$ cat config.mk
export PLATFORM = sky130hd
export DESIGN_NAME = countdown_timer
export DESIGN_NICKNAME = d
export VERILOG_FILES = /design/src/rtl/countdown_timer_pkg.sv /design/src/rtl/countdown_timer_bcd_digit_down.sv /design/src/rtl/countdown_timer.sv
export SDC_FILE = /design/constraint.sdc
export NUM_CORES = 1
export LEC_CHECK = 0
export BUFFER_PORTS_ARGS = -buffer_cell sky130_fd_sc_hd__buf_2
export CORE_MARGIN = 3
export CORE_UTILIZATION = 56
export DETAILED_ROUTE_END_ITERATION = 10
export MAX_ROUTING_LAYER = met4
export PLACE_DENSITY = 0.84
export SLEW_MARGIN = 10
export SYNTH_ARGS = -nofsm -noshare
export SYNTH_HDL_FRONTEND = slang
export SYNTH_SLANG_ARGS = --single-unit
$ cat constraint.sdc
create_clock -name clk -period 3.9 [get_ports clk]
set_input_delay 0.975 -clock clk [delete_from_list [all_inputs] [get_ports clk]]
set_output_delay 0.975 -clock clk [all_outputs]
set_load 0.05 [all_outputs]
$ cat src/rtl/countdown_timer_pkg.sv
// Shared types and digit limits for the MM:SS countdown timer.
package timer_pkg;

  typedef enum logic [1:0] {
    IDLE    = 2'd0,
    RUNNING = 2'd1,
    PAUSED  = 2'd2,
    EXPIRED = 2'd3
  } timer_state_t;

  typedef logic [3:0] bcd_t;

  localparam bcd_t S1_MAX = 4'd9;
  localparam bcd_t M1_MAX = 4'd9;

endpackage

$ cat src/rtl/countdown_timer_bcd_digit_down.sv
// One BCD digit of the countdown chain: decrements on borrow, wrapping 0 to LIMIT.
module bcd_digit_down
  import timer_pkg::*;
#(
  parameter int LIMIT = 9
) (
  input  bcd_t d,
  input  logic borrowIn,
  output bcd_t q,
  output logic borrowOut
);

  localparam bcd_t LIM = bcd_t'(LIMIT);

  // Next digit value and borrow towards the more significant digit
  always_comb begin
    q         = d;
    borrowOut = 1'b0;
    if (borrowIn) begin
      if (d == 4'd0) begin
        q         = LIM;
        borrowOut = 1'b1;
      end else begin
        q         = d - 4'd1;
        borrowOut = 1'b0;
      end
    end else begin
      q         = d;
      borrowOut = 1'b0;
    end
  end

endmodule

$ cat src/rtl/countdown_timer.sv
// MM:SS BCD countdown timer driven by rising edges of the divided slowClk wave,
// with load/start/pause control, a one-cycle done pulse and an expired level.
module countdown_timer
  import timer_pkg::*;
#(
  parameter int MAX_M10 = 9,
  parameter int MAX_S10 = 5
) (
  input  logic        clk,
  input  logic        reset,
  input  logic        tickIn,
  input  logic        load,
  input  logic [15:0] loadValue,
  input  logic        start,
  input  logic        pause,
  output logic [15:0] digits,
  output logic        running,
  output logic        done,
  output logic        expired
);

  localparam bcd_t M10_LIM = bcd_t'(MAX_M10);
  localparam bcd_t S10_LIM = bcd_t'(MAX_S10);

  function automatic bcd_t clamp_digit(input bcd_t d, input bcd_t lim);
    return (d > lim) ? lim : d;
  endfunction

  function automatic logic [15:0] sanitize(input logic [15:0] v);
    return {clamp_digit(v[15:12], M10_LIM), clamp_digit(v[11:8], M1_MAX),
            clamp_digit(v[7:4], S10_LIM), clamp_digit(v[3:0], S1_MAX)};
  endfunction

  timer_state_t state_r;
  logic         tick_prev_r;
  logic         tick_s;
  logic         dec_en_s;
  bcd_t         s1_q_s, s10_q_s, m1_q_s, m10_q_s;
  logic         s1_b_s, s10_b_s, m1_b_s, m10_b_s;
  logic [15:0]  dec_value_s;
  logic         dec_zero_s;

  assign tick_s   = tickIn & ~tick_prev_r;
  assign dec_en_s = tick_s & (state_r == RUNNING);

  bcd_digit_down #(.LIMIT(int'(S1_MAX))) u_s1 (
    .d(digits[3:0]), .borrowIn(dec_en_s), .q(s1_q_s), .borrowOut(s1_b_s)
  );
  bcd_digit_down #(.LIMIT(MAX_S10)) u_s10 (
    .d(digits[7:4]), .borrowIn(s1_b_s), .q(s10_q_s), .borrowOut(s10_b_s)
  );
  bcd_digit_down #(.LIMIT(int'(M1_MAX))) u_m1 (
    .d(digits[11:8]), .borrowIn(s10_b_s), .q(m1_q_s), .borrowOut(m1_b_s)
  );
  bcd_digit_down #(.LIMIT(MAX_M10)) u_m10 (
    .d(digits[15:12]), .borrowIn(m1_b_s), .q(m10_q_s), .borrowOut(m10_b_s)
  );

  assign dec_value_s = {m10_q_s, m1_q_s, s10_q_s, s1_q_s};
  // A borrow out of the top digit would mean counting below 00:00; treat it as expiry.
  assign dec_zero_s  = (dec_value_s == 16'h0000) | m10_b_s;

  // Control FSM, digit register and registered status outputs
  always_ff @(posedge clk) begin
    if (reset) begin
      state_r     <= IDLE;
      digits      <= 16'h0000;
      running     <= 1'b0;
      done        <= 1'b0;
      expired     <= 1'b0;
      tick_prev_r <= 1'b1;
    end else begin
      tick_prev_r <= tickIn;
      done        <= 1'b0;
      if (load) begin
        digits  <= sanitize(loadValue);
        state_r <= IDLE;
        running <= 1'b0;
        expired <= 1'b0;
      end else begin
        case (state_r)
          IDLE: begin
            if (!pause && start && (digits != 16'h0000)) begin
              state_r <= RUNNING;
              running <= 1'b1;
            end
          end
          RUNNING: begin
            if (pause) begin
              state_r <= PAUSED;
              running <= 1'b0;
            end else if (tick_s) begin
              if (dec_zero_s) begin
                digits  <= 16'h0000;
                state_r <= EXPIRED;
                running <= 1'b0;
                expired <= 1'b1;
                done    <= 1'b1;
              end else begin
                digits <= dec_value_s;
              end
            end
          end
          PAUSED: begin
            if (!pause && start) begin
              state_r <= RUNNING;
              running <= 1'b1;
            end
          end
          EXPIRED: begin
            digits <= 16'h0000;
          end
          default: begin
            state_r <= IDLE;
            running <= 1'b0;
            expired <= 1'b0;
          end
        endcase
      end
    end
  end

endmodule

### Yosys cells after proc, flatten, opt, wreduce, memory -nomap -nowiden

Index checks and enable logic that the tools add are counted.

* add/sub/neg operators: 4
* order comparisons: 4
* equality and inequality tests: 9
* multiplexer cells: 38
* bitwise operators: 7
* reduce and logical (&&, ||, !) cells: 17

Operator list (number)
* $mux W16: 4
* $mux W4: 12
* $pmux W16 S2: 1
* $logic_not A16 Y1: 1
* $logic_not A4 Y1: 4
* $reduce_bool A16 Y1: 1
* $sub A4 B1 Y4 const B: 4
* $mux W1: 14
* $gt A4 B4 Y1 const B: 3
* $ne A3 B3 Y1 const B: 4
* $mux W2: 5
* $pmux W2 S3: 1
* $reduce_bool A3 Y1: 2
* $reduce_and A5 Y1: 1
* $reduce_or A5 Y1: 1
* $eq A2 B2 Y1 const B: 2
* $gt A4 B3 Y1 const B: 1
* $ne A2 B2 Y1 const B: 2
* $not A1 Y1: 4
* $reduce_and A4 Y1: 1
* $pmux W1 S3: 1
* $reduce_and A3 Y1: 1
* $and A1 B1 Y1: 2
* $eq A2 B1 Y1 const B: 1
* other kinds (5): 6

* register bits: 22
* bits of input ports: 22
* output and inout port bits: 19
* logic and storage cells: 85

### Longest topological paths before layout

* depth after elaboration: 14
* gate-level depth with buffers: 8
* depth with buffers taken out: 6

### Cells and area by module

A second synthesis with hierarchy kept.

* cell total of the unflattened synthesis: 178
* area, all modules: 1529.0 um^2

By module, submodules not included
* countdown_timer: times used 1, cells each 136, area an instance 1233.7 um^2, sequential area each 440.4 um^2
* bcd_digit_down (u_m1 ...): times used 3, cells each 11, area an instance 78.8 um^2, sequential area each 0.0 um^2
* bcd_digit_down (u_s10): times used 1, cells each 9, area an instance 58.8 um^2, sequential area each 0.0 um^2

### Least setup slack after synthesis

Ideal clock, no wire load.

* path kind: input -> register
* from: input port tickIn
* to: register done
* setup time: 0.104 ns
* data arrival time: 2.504 ns
* required time: 3.796 ns
* path slack: 1.292 ns
* stages: 5
* buffers on the path: 0
* cell sequence: and4bb_2 > nand4_4 > or3_4 > or3_4 > a2111oi_2

* word-level cells in the longest chain between the ends: 9
* elaborated cells on any way between the ends: 15
* those cells by class: mux (9); bitwise (4); reduce/logical (2)

RTL lines
* start: declaration: RTL line countdown_timer.sv:11 `input logic tickIn,`
* $and A1 B1 Y1 (*): RTL line countdown_timer.sv:43 `assign tick_s = tickIn & ~tick_prev_r;`
* $and A1 B1 Y1: RTL line countdown_timer.sv:44 `assign dec_en_s = tick_s & (state_r == RUNNING);`
* $mux W1 (3 in series): RTL line countdown_timer_bcd_digit_down.sv:19 `if (borrowIn) begin`
* $mux W4: RTL line countdown_timer_bcd_digit_down.sv:19
* $logic_not A16 Y1: RTL line countdown_timer.sv:61 `assign dec_zero_s = (dec_value_s == 16'h0000) | m10_b_s;`
* $or A1 B1 Y1: RTL line countdown_timer.sv:61
* $mux W1: RTL line countdown_timer.sv:93 `if (dec_zero_s) begin`
* end signal: assignment: RTL line countdown_timer.sv:69 `done <= 1'b0;`
* end signal: assignment: RTL line countdown_timer.sv:74 `done <= 1'b0;`
* end signal: assignment: RTL line countdown_timer.sv:98 `done <= 1'b1;`
* end: declaration: RTL line countdown_timer.sv:18 `output logic done,`

Every way passes the cells marked *; elsewhere a longest branch is shown, timed or not.
A chain may end at the register's enable or synchronous reset.

### Worst setup path after layout

Same ends and word-level chain as after synthesis.

==> impl_metrics.env <==
export IMPL_antenna_found_initial=0
export IMPL_status="finished, final reports clean"
export IMPL_ioPinCount=41
export IMPL_layout_common_cells="buf_2, nor2_1, dfxtp_1, nand2_1, o21ai_0"
export IMPL_fillers=220
export IMPL_rows=18
export IMPL_routedWlPerCell_um=17.1
export IMPL_hp_class="flip-flop to flip-flop"
export IMPL_synth_top_area_share=0.287
export IMPL_drive_gt1_frac=0.279
export IMPL_worstSetupPathType="input port to flip-flop"
export IMPL_start_kind="input port"
export IMPL_hold_viol_final=0
export IMPL_grt_overflow_total=0
export IMPL_seqPwrFrac=0.490
export IMPL_fp_coreArea_um2=2540
export IMPL_combPwrFrac=0.306
export IMPL_syn_cell_area_um2=1530
export IMPL_synth_cell_types=56
export IMPL_grt_max_degree=22
export IMPL_synthFlopType="dfxtp_1"
export IMPL_internal_power_uw=326
export IMPL_cts_buffers=3
export IMPL_post_cts_buffers=0
export IMPL_cp_end_kind="flip-flop"
export IMPL_synth_area_per_cell_um2=7.86
export IMPL_final_cell_area_um2=1760
export IMPL_grt_pass1_wl_um=7330
export IMPL_p_leak_nw=0.703
export IMPL_clkPwrFrac=0.204
export IMPL_routed_wl_um=4430
export IMPL_dp_cells=256
export IMPL_cts_resized=0
export IMPL_whs_ns=0.478
export IMPL_clock_sinks=22
export IMPL_dp_slack_ns=0.999
export IMPL_postPlaceCellArea_um2=1740
export IMPL_final_common_cell="buf_2"
export IMPL_dp_hpwl_um=3280
export IMPL_period_needed_ns=2.60
export IMPL_cts_root_buf="clkbuf_4"
export IMPL_initial_core_util=0.602
export IMPL_crit_fanout=8
export IMPL_cts_tree="done"
export IMPL_yosysSeqAreaShare=0.287
export IMPL_clock_skew_final_ns=0.000993
export IMPL_drcViolationCount=0
export IMPL_p_sw_frac=0.378
export IMPL_die_area_um2=3400
export IMPL_clkSlewWorstSetupHoldPaths_ns=0.12
export IMPL_die_h_um=58.3
export IMPL_tns_ns=0
export IMPL_synth_top_area_cell="dfxtp_1"
export IMPL_max_freq_mhz=385
export IMPL_drtIter0Drc=121
export IMPL_arrival_ns=2.81
export IMPL_ir_drop_uv=219
export IMPL_synth_warnings=0
export IMPL_worstSkewPairLatency_ns=0.31
export IMPL_grt_pass1_vias=1605
export IMPL_synth_nets=217
export IMPL_worst_pin_slew_ns=0.706
export IMPL_fp_dieW_um=58.3
export IMPL_multiInputGateArea_um2=1020
export IMPL_area_delta_synth_final_pct=15.0
export IMPL_critPathRequiredTime_ns=4.11
export IMPL_finalSetupViolations=0
export IMPL_port_buffer_count=40
export IMPL_antenna_cells=0
export IMPL_synthCells=195
export IMPL_timing_final_ws_setup_ns=1.30
export IMPL_cts_buffer_depth=2
export IMPL_cap_violations=0
export IMPL_power_density_nw_per_um2=297
export IMPL_layout_nets=253
export IMPL_gp_congestion=0.908
export IMPL_ant_nets=0
export IMPL_yosys_top_cells_area="dfxtp_1, nor2_1, o21ai_0, nand2_1, a21oi_1"
export IMPL_rsz0062_at_grt="false"
export IMPL_p_switching_uw=198
export IMPL_htreeDepth=1
export IMPL_seqCellArea_um2=440
export IMPL_synthArstFlopShare=0
export IMPL_drv_slew=0
export IMPL_synth_seq_cells=22
export IMPL_max_slew_margin=0.529
export IMPL_fin_cells=259
export IMPL_viasPerCell=6.71
export IMPL_dr_pass1_iters=5
export IMPL_vias=1739
export IMPL_postCtsHoldBufs=0
export IMPL_fin_crit_sh=0.666
export IMPL_gr_usage_all_layers=0.279
export IMPL_synth_edf_count=0
[power groups by stage]
stage / Sequential [mW] / Clock [mW] / Combinational (mW)
global route: 0.259 / 0.115 / 0.172
global placement: 0.260 / 0 / 0.153
detailed placement: 0.261 / 0 / 0.158
floorplan: 0.292 / 0 / 0.0827
CTS: 0.256 / 0.107 / 0.159
finish: 0.257 / 0.107 / 0.160
[final timing paths]
kind | startpoint | to | slack, ns | depth (start not counted)
worst max register to register | digits[2]$_SDFFE_PP0P_ | done$_SDFF_PP0_ | 1.44 | 6
worst min register to register | running$_SDFFE_PP0P_ | running$_SDFFE_PP0P_ | 0.48 | 2
worst max-delay path | tickIn | done$_SDFF_PP0_ | 1.30 | 7
worst min-delay path | running$_SDFFE_PP0P_ | running$_SDFFE_PP0P_ | 0.48 | 2
[state kept, by name (all words and copies together) (netlist names)]
| register | cells |
|---|---|
| expired | 1 |
| done | 1 |
| tick_prev_r | 1 |
| state_r | 2 |
| running | 1 |
| digits | 16 |
[synth_stat cells (3+ instances only)]
cell,instances
clkbuf_1,7
a31oi_1,3
nand4_1,3
nor3_1,8
o21ai_1,3
nor2b_1,4
o22ai_1,4
dfxtp_1,22
nor2_1,24
nand3_1,6
nand3b_1,4
a21oi_1,9
inv_1,6
o21ai_0,12
nand2_1,16
buf_2,3
o31ai_1,3
o21a_1,3
o211ai_1,5
a21o_1,3
a22oi_1,3
[cell families (layout without fill, tap and decap cells)]
logic type | count (synthesis) | after routing | share of synthesized area
AND/OR/NAND/NOR | 87 | 87 | 0.319
AO/OA/AOI/OAI | 66 | 66 | 0.329
flip-flops | 22 | 22 | 0.287
buffers and inverters | 17 | 51 | 0.0441
multiplexers | 3 | 3 | 0.0204
[routing by layer]
layer | up-vias | wire length [µm] | track usage
li1 | 809 | - | -
met1 | 840 | 1780 | 0.341
met2 | 81 | 2240 | 0.470
met3 | 9 | 332 | 0.0373
met4 | 0 | 79 | 0.0960
met5 | - | 0 | -
[through the flow]
step	power [mW]	util
floorplan	0.375	-
global placement	0.413	0.684
detailed placement	0.419	0.684
CTS	0.522	0.693
global route	0.547	0.693
finish	0.523	0.693
[layout make-up]
class | instances | area share
tap | 30 | 0.0213
inverter | 6 | 0.0128
timing repair buffer | 42 | 0.122
clock buffer | 3 | 0.0128
multi-input combinational | 156 | 0.581
sequential | 22 | 0.250
[critical path: stages]
cell and delay, ns:
buf_2 0.11, and4bb_2 0.33, nand4_4 0.19, o41ai_4 0.39
o31ai_4 0.15, or2_1 0.28, a2111oi_2 0.37
(Power assumes the default switching activity.)
